==> src/rtl/prog_loader.sv <==
// Boot-time program loader: receives a sync/length/payload/checksum frame, writes the
// payload into instruction memory and releases the CPU reset only after the checksum passes.
module prog_loader #(
    parameter int ADDR_W     = 8,
    parameter int RESET_HOLD = 4
) (
    input  logic              clk,
    input  logic              rst,
    input  logic              in_valid,
    input  logic [7:0]        in_data,
    output logic              in_ready,
    output logic              mem_we,
    output logic [ADDR_W-1:0] mem_addr,
    output logic [7:0]        mem_wdata,
    output logic              cpu_rst,
    output logic              busy,
    output logic              done,
    output logic              err
);

    // state  | meaning
    // IDLE   | waiting for sync byte, other bytes dropped
    // LEN    | waiting for length byte
    // DATA   | writing payload bytes to memory
    // CSUM   | waiting for checksum byte
    // HOLD   | checksum good, CPU held for RESET_HOLD+1 cycles, input stalled
    // RUN    | CPU released; sync byte starts a reload
    // ERR    | checksum bad; sync byte starts a new frame
    typedef enum logic [2:0] {
        S_IDLE, S_LEN, S_DATA, S_CSUM, S_HOLD, S_RUN, S_ERR
    } state_t;

    localparam logic [7:0] SYNC   = 8'hA5;
    localparam int         HOLD_W = $clog2(RESET_HOLD + 1);

    state_t              state;
    logic [8:0]          remaining;
    logic [ADDR_W-1:0]   addr;
    logic [7:0]          sum;
    logic [7:0]          csum_total;
    logic [HOLD_W-1:0]   hold_cnt;
    logic                accept;
    logic                sync_acc;

    assign in_ready   = (state != S_HOLD);
    assign accept     = in_valid && in_ready;
    assign sync_acc   = accept && (in_data == SYNC);
    assign csum_total = sum + in_data;

    always_ff @(posedge clk or posedge rst) begin
        if (rst) begin
            state     <= S_IDLE;
            remaining <= '0;
            addr      <= '0;
            sum       <= '0;
            hold_cnt  <= '0;
            mem_we    <= 1'b0;
            mem_addr  <= '0;
            mem_wdata <= '0;
            cpu_rst   <= 1'b1;
            busy      <= 1'b0;
            done      <= 1'b0;
            err       <= 1'b0;
        end else begin
            mem_we <= 1'b0;
            case (state)
                S_IDLE: begin
                    if (sync_acc) begin
                        state <= S_LEN;
                        busy  <= 1'b1;
                    end
                end
                S_LEN: begin
                    if (accept) begin
                        // length byte 0 encodes a full 256-byte payload
                        remaining <= (in_data == 8'd0) ? 9'd256 : {1'b0, in_data};
                        addr      <= '0;
                        sum       <= '0;
                        state     <= S_DATA;
                    end
                end
                S_DATA: begin
                    if (accept) begin
                        mem_we    <= 1'b1;
                        mem_addr  <= addr;
                        mem_wdata <= in_data;
                        addr      <= addr + 1'b1;
                        sum       <= csum_total;
                        remaining <= remaining - 9'd1;
                        if (remaining == 9'd1)
                            state <= S_CSUM;
                    end
                end
                S_CSUM: begin
                    if (accept) begin
                        busy <= 1'b0;
                        if (csum_total == 8'd0) begin
                            hold_cnt <= RESET_HOLD[HOLD_W-1:0];
                            state    <= S_HOLD;
                        end else begin
                            err   <= 1'b1;
                            state <= S_ERR;
                        end
                    end
                end
                S_HOLD: begin
                    if (hold_cnt == '0) begin
                        state   <= S_RUN;
                        cpu_rst <= 1'b0;
                        done    <= 1'b1;
                    end else begin
                        hold_cnt <= hold_cnt - 1'b1;
                    end
                end
                S_RUN: begin
                    if (sync_acc) begin
                        state   <= S_LEN;
                        cpu_rst <= 1'b1;
                        done    <= 1'b0;
                        busy    <= 1'b1;
                    end
                end
                S_ERR: begin
                    if (sync_acc) begin
                        state <= S_LEN;
                        err   <= 1'b0;
                        busy  <= 1'b1;
                    end
                end
                default: state <= S_IDLE;
            endcase
        end
    end

endmodule
==> config.mk <==
export PLATFORM = sky130hd
export DESIGN_NAME = prog_loader
export DESIGN_NICKNAME = d
export VERILOG_FILES = /design/src/rtl/prog_loader.sv
export SDC_FILE = /design/constraint.sdc
export NUM_CORES = 1
export LEC_CHECK = 0
export BUFFER_PORTS_ARGS = -buffer_cell sky130_fd_sc_hd__buf_2
export CAP_MARGIN = 5
export CORE_UTILIZATION = 45
export CTS_CLUSTER_DIAMETER = 30
export DETAILED_ROUTE_END_ITERATION = 12
export HOLD_SLACK_MARGIN = 0.08
export PLACE_DENSITY = 0.68
export SYNTH_ARGS = -nofsm -noshare
export SYNTH_HDL_FRONTEND = slang
export SYNTH_SLANG_ARGS = --single-unit
==> constraint.sdc <==
create_clock -name clk -period 2.7 [get_ports clk]
set_input_delay 0.405 -clock clk [delete_from_list [all_inputs] [get_ports clk]]
set_output_delay 0.405 -clock clk [all_outputs]
set_load 0.02 [all_outputs]
* After elaboration in Yosys (flattened, before gate mapping)
Cells that the tools add are included.
** Word-level totals
- Input bits :: 11
- Output and inout bits :: 22
- Bits in registers :: 52
** Operators by class
- Reductions and logical operators :: 19
- Eq/ne operators :: 20
- Muxes and demuxes :: 34
- Add/sub/neg operators :: 4
** Operator list (number)
- 8-bit one-hot mux with 2 select lines :: 2
- 3-bit 2-to-1 mux :: 9
- 9-bit 2-to-1 mux :: 3
- 8-bit 2-to-1 mux :: 3
- 2-bit inequality test (second input constant) :: 10
- 9-bit one-hot mux with 2 select lines :: 1
- 8-bit logical NOT :: 2
- 3-bit one-hot mux with 5 select lines :: 1
- 2-bit nonzero test :: 5
- 3-bit equality test (second input constant) :: 3
- 9-bit by 1-bit equality test with 1-bit output (second input constant) :: 1
- 1-bit 2-to-1 mux :: 9
- 3-bit AND reduction :: 3
- 9-bit by 1-bit subtractor with 9-bit output (second input constant) :: 1
- 8-bit by 1-bit adder with 8-bit output (second input constant) :: 1
- 8-bit adder :: 1
- 8-bit equality test (second input constant) :: 1
- 1-bit one-hot mux with 2 select lines :: 4
- 4-bit AND reduction :: 2
- 3-bit by 2-bit equality test with 1-bit output (second input constant) :: 2
- 3-bit logical NOT :: 2
- 3-bit one-hot mux with 2 select lines :: 1
- 6-bit AND reduction :: 1
- 3-bit by 1-bit equality test with 1-bit output (second input constant) :: 1
- 7 further kinds :: 8

* Depth between registers and ports, before layout
- Word-level depth :: 5
- Depth in mapped cells :: 7
- Mapped depth without buffers :: 7

* Worst setup path before layout
Ideal clock, no wire load.
- Kind :: in2reg
- From :: input in_data[0]
- To :: register err
- Slack :: 0.367 ns
- Library setup time :: 0.122 ns
- Buffers on the path :: 0
- Stages :: 7
- Data required time :: 2.578 ns
- Arrival :: 2.211 ns
- Cell sequence :: ha_1 fa_1 a211oi_2 or4_1 o311ai_1 or4_1 a2bb2oi_1
** Between the ends
- Word-level cells in the longest chain between the ends :: 4
** Ends and longest elaborated chain
- start: declaration :: RTL line 10 : input logic [7:0] in_data,
- 8-bit adder or 8-bit equality test (tied branches) :: RTL line 48, 47
- 8-bit logical NOT or 1-bit logical AND (tied branches) :: RTL line 97, 47
- 2-bit inequality test (no source line)
- 4-bit AND reduction (no source line) (*)
- end signal: assignment :: RTL line 63 : err <= 1'b0;
- end signal: assignment :: RTL line 101 : err <= 1'b1;
- end signal: assignment :: RTL line 126 : err <= 1'b0;
- end: declaration :: RTL line 18 : output logic err
Every way passes the cells marked *; elsewhere a longest branch is shown, timed or not.
A chain may end at the register's enable or synchronous reset.

* Worst setup path in the final report
- From :: register sum[0]
- To :: register err
** Between the ends
- Word-level cells in the longest chain between the ends :: 4
** Ends and longest elaborated chain
- start: declaration :: RTL line 39 : logic [7:0] sum;
- start signal: assignment :: RTL line 88 : sum <= csum_total;
- 8-bit adder :: RTL line 48 : assign csum_total = sum + in_data;
- 8-bit logical NOT :: RTL line 97 : if (csum_total == 8'd0) begin
- 2-bit inequality test (no source line)
- 4-bit AND reduction (no source line)
No other way between the ends.

==> flow_metrics.tcl <==
set metrics [dict create \
    final_antenna_net_count 0 \
    slew-limit-headroom_pct 53.8 \
    die_width_um 82.9 \
    syn_nets 360 \
    clockRootBuffer "clkbuf_8" \
    synth_commonest_cells "nand2_1 (68), dfrtp_1 (51), nor2_1 (29)" \
    reg2reg_setup_slack_ns 0.23 \
    core-area_sq_um 6350 \
    fillers 599 \
    cp-startpoint "sum[0]" \
    post_drt_wl_per_cell_um 14.6 \
    area_growth_pct 11.9 \
    yosys.cell_types.count 61 \
    drt-total-wl_um 6490 \
    grt_pass1_wl_um 11100 \
    slew_violations 0 \
    port_buffers 32 \
    hpwl_um 4620 \
    hold_viol_final 0 \
    tns_ns 0 \
    routabilityCongestion 0.833 \
    hp-class "input pin to asynchronous set/reset pin" \
    crit_type "flop to flop" \
    postCtsSetupBuffers 0 \
    syn_inst 335 \
    fin_crit_ns 2.47 \
    ios 33 \
    cts-hold-fix-buffers 0 \
    required_ns 2.90 \
    finalPower_mw 3.46 \
    rsz0062_at_grt "false" \
    drt_iter0_drc 112 \
    synth-edff-count 0 \
    fin_nets 392 \
    layoutNonFillerInstCount 445 \
    status "complete, no violations" \
    power_leakage_nw 1.57 \
    place_inst 437 \
    crit_slowest_cell "or4_1" \
    ctsLongestPathBuffers 2 \
    synthFlopType "dfrtp_1" \
    max_freq_mhz 405 \
    grt_pass1_vias 2316 \
    clk_pin_slew_ns 0.12 \
    synth_top_area_share_pct 43.3 \
    start_util_pct 46.4 \
    cts_made_buffers 5 \
    multi_input_area_sq_um 1510 \
    report.final.setup_viol 0 \
    ctsHtreeMaxLevel 2 \
    overflow 0 \
    grt_max_degree 35 \
    vias_per_cell 5.68 \
    antenna_found_initial 0 \
    crit_path_end_kind "flop" \
    min_period_over_period_pct 91.4 \
    crit_chain "ha_1 -> fa_1 -> a211oi_2 -> or4_1 -> o311ai_1 -> or4_1 -> a2bb2oi_1" \
    arrival_ns 2.67 \
    drt_pre_antenna_iters 4 \
    synth_most_common_cell "nand2_1" \
    synthesis.area_sq_um 2940 \
    cp_slowest_stage_delay_ns 0.58 \
    grt_usage_pct 20.0 \
    r2r_start "sum[0]" \
    syn_area_per_cell_sq_um 8.79 \
    row_count 29 \
    drc 0 \
    ys_seq_area_share_pct 44.2 \
    place_area_sq_um 3200 \
    via_count 2526 \
    drive_above_1_share_pct 16.0 \
    path_max_fanout 3 \
    finalClockSkew_ns 0.0192 \
    clock-sinks 52 \
    critPathLaunchType "flop" \
    path_common_cell "or4_1" \
    power.density_nw_per_um2 1050 \
    peakVddDrop_v 0.000582 \
    worstMarginPinSlew_ns 0.687 \
    cts-resized-gates 0 \
    maxCapViolCount 0 \
    r2r_cells 7 \
    yosysWarnings 0 \
    synthArstFlopShare_pct 100 \
    n_antenna_cell 0 \
    seqCellArea_sq_um 1300 \
    fp.dieH_um 82.9 \
    synth_area_leaders "dfrtp_1 (43%), nand2_1 (8.7%), ha_1 (5.1%), nor2_1 (3.7%), o21ai_0 (3.6%)" \
    final_cell_area_sq_um 3290 \
    cts_tree "built" \
    yosysTopAreaCell "dfrtp_1" \
    die-area_sq_um 6870 \
    clock_latency_ns 0.32 \
    synth_seq_cells 52 \
]
metal layers:
metal,wire length (um),GRT usage [%],part of all wire (%),vias up
li1,-,-,-,1255
met1,3130,27.5,48,1216
met2,3060,32.0,47,49
met3,217,3.38,3.3,6
met4,91,6.74,1.4,0
met5,0,0,0,-
state kept, by name (all words and copies together) (netlist names):
register,cells
remaining,9
addr,8
mem_addr,8
mem_wdata,8
sum,8
hold_cnt,3
state,3
busy,1
cpu_rst,1
done,1
err,1
mem_we,1
layout make-up:
class,instances,share of cell area [%]
sequential,52,39.6
inverter,17,1.94
tap,77,2.93
clock inverter,3,0.874
timing repair buffer,40,6.69
multi-input combinational,251,45.9
clock buffer,5,2.09
through the flow:
step	hold slack [ns]	utilization, %	worst slack, ns
3_3_place_gp	0.454	50.3	0.132
4_1_cts	0.209	51.9	0.245
3_5_place_dp	0.457	50.3	0.0664
2_1_floorplan	0.453	-	0.367
6_report	0.180	51.9	0.233
5_1_grt	0.252	51.9	0.119
power breakdown:
group          leakage [nW]  switching, mW  internal, mW  total, mW
logic                 0.865           1.02         0.659       1.68
clock network        0.0511          0.300         0.197      0.497
registers             0.652          0.241          1.04       1.28
total                  1.57           1.56          1.90       3.46
worst max-delay path, delay by kind of cell (launching register included):
| kind | cells | cell delay (ns) |
|---|---|---|
| adder cells (fa/ha/maj) | 2 | 0.67 |
| flip-flops | 1 | 0.40 |
| AO/OA/AOI/OAI | 3 | 0.55 |
| AND/OR/NAND/NOR | 2 | 0.73 |
cell families (layout without fill, tap and decap cells):
kind of cell | count (synthesis) | after routing | share of synthesized area, %
AO/OA/AOI/OAI | 94 | 94 | 20.8
XOR/XNOR | 5 | 5 | 1.49
adder cells (fa/ha/maj) | 15 | 15 | 6.80
buffers and inverters | 32 | 65 | 4.38
flip-flops | 52 | 52 | 44.2
multiplexers | 1 | 1 | 0.340
AND/OR/NAND/NOR | 136 | 136 | 21.9
layout by cell type, fill, tap and decap left out, types with 2 or more instances in the layout:
| cell type | n |
|---|---|
| nand2_1 | 68 |
| o31ai_1 | 4 |
| nand4_1 | 2 |
| nor4_1 | 4 |
| o22a_1 | 3 |
| buf_2 | 32 |
| nor2_1 | 29 |
| dfrtp_1 | 51 |
| or4_1 | 4 |
| nand2b_1 | 3 |
| o22ai_1 | 2 |
| a211oi_1 | 2 |
| a21oi_1 | 18 |
| a211oi_2 | 2 |
| fa_1 | 2 |
| inv_1 | 14 |
| buf_4 | 8 |
| ha_1 | 12 |
| o211ai_1 | 2 |
| nand3_1 | 7 |
| xnor2_1 | 2 |
| a22oi_1 | 3 |
| a31oi_1 | 7 |
| xor2_1 | 3 |
| nor3_1 | 5 |
| o21ai_1 | 10 |
| o21ai_0 | 21 |
| or3b_1 | 2 |
| a22o_1 | 6 |
| a311oi_1 | 2 |
| clkbuf_8 | 5 |
| inv_6 | 2 |
| inv_2 | 2 |
worst paths after layout:
kind                                 to
min reg2reg                 mem_addr[2]
min in group clk           mem_wdata[3]
min                             addr[5]
max reg2reg                         err
max in group asynchronous       cpu_rst
max                                 err
No activity file was read; power rests on OpenSTA's default activity.
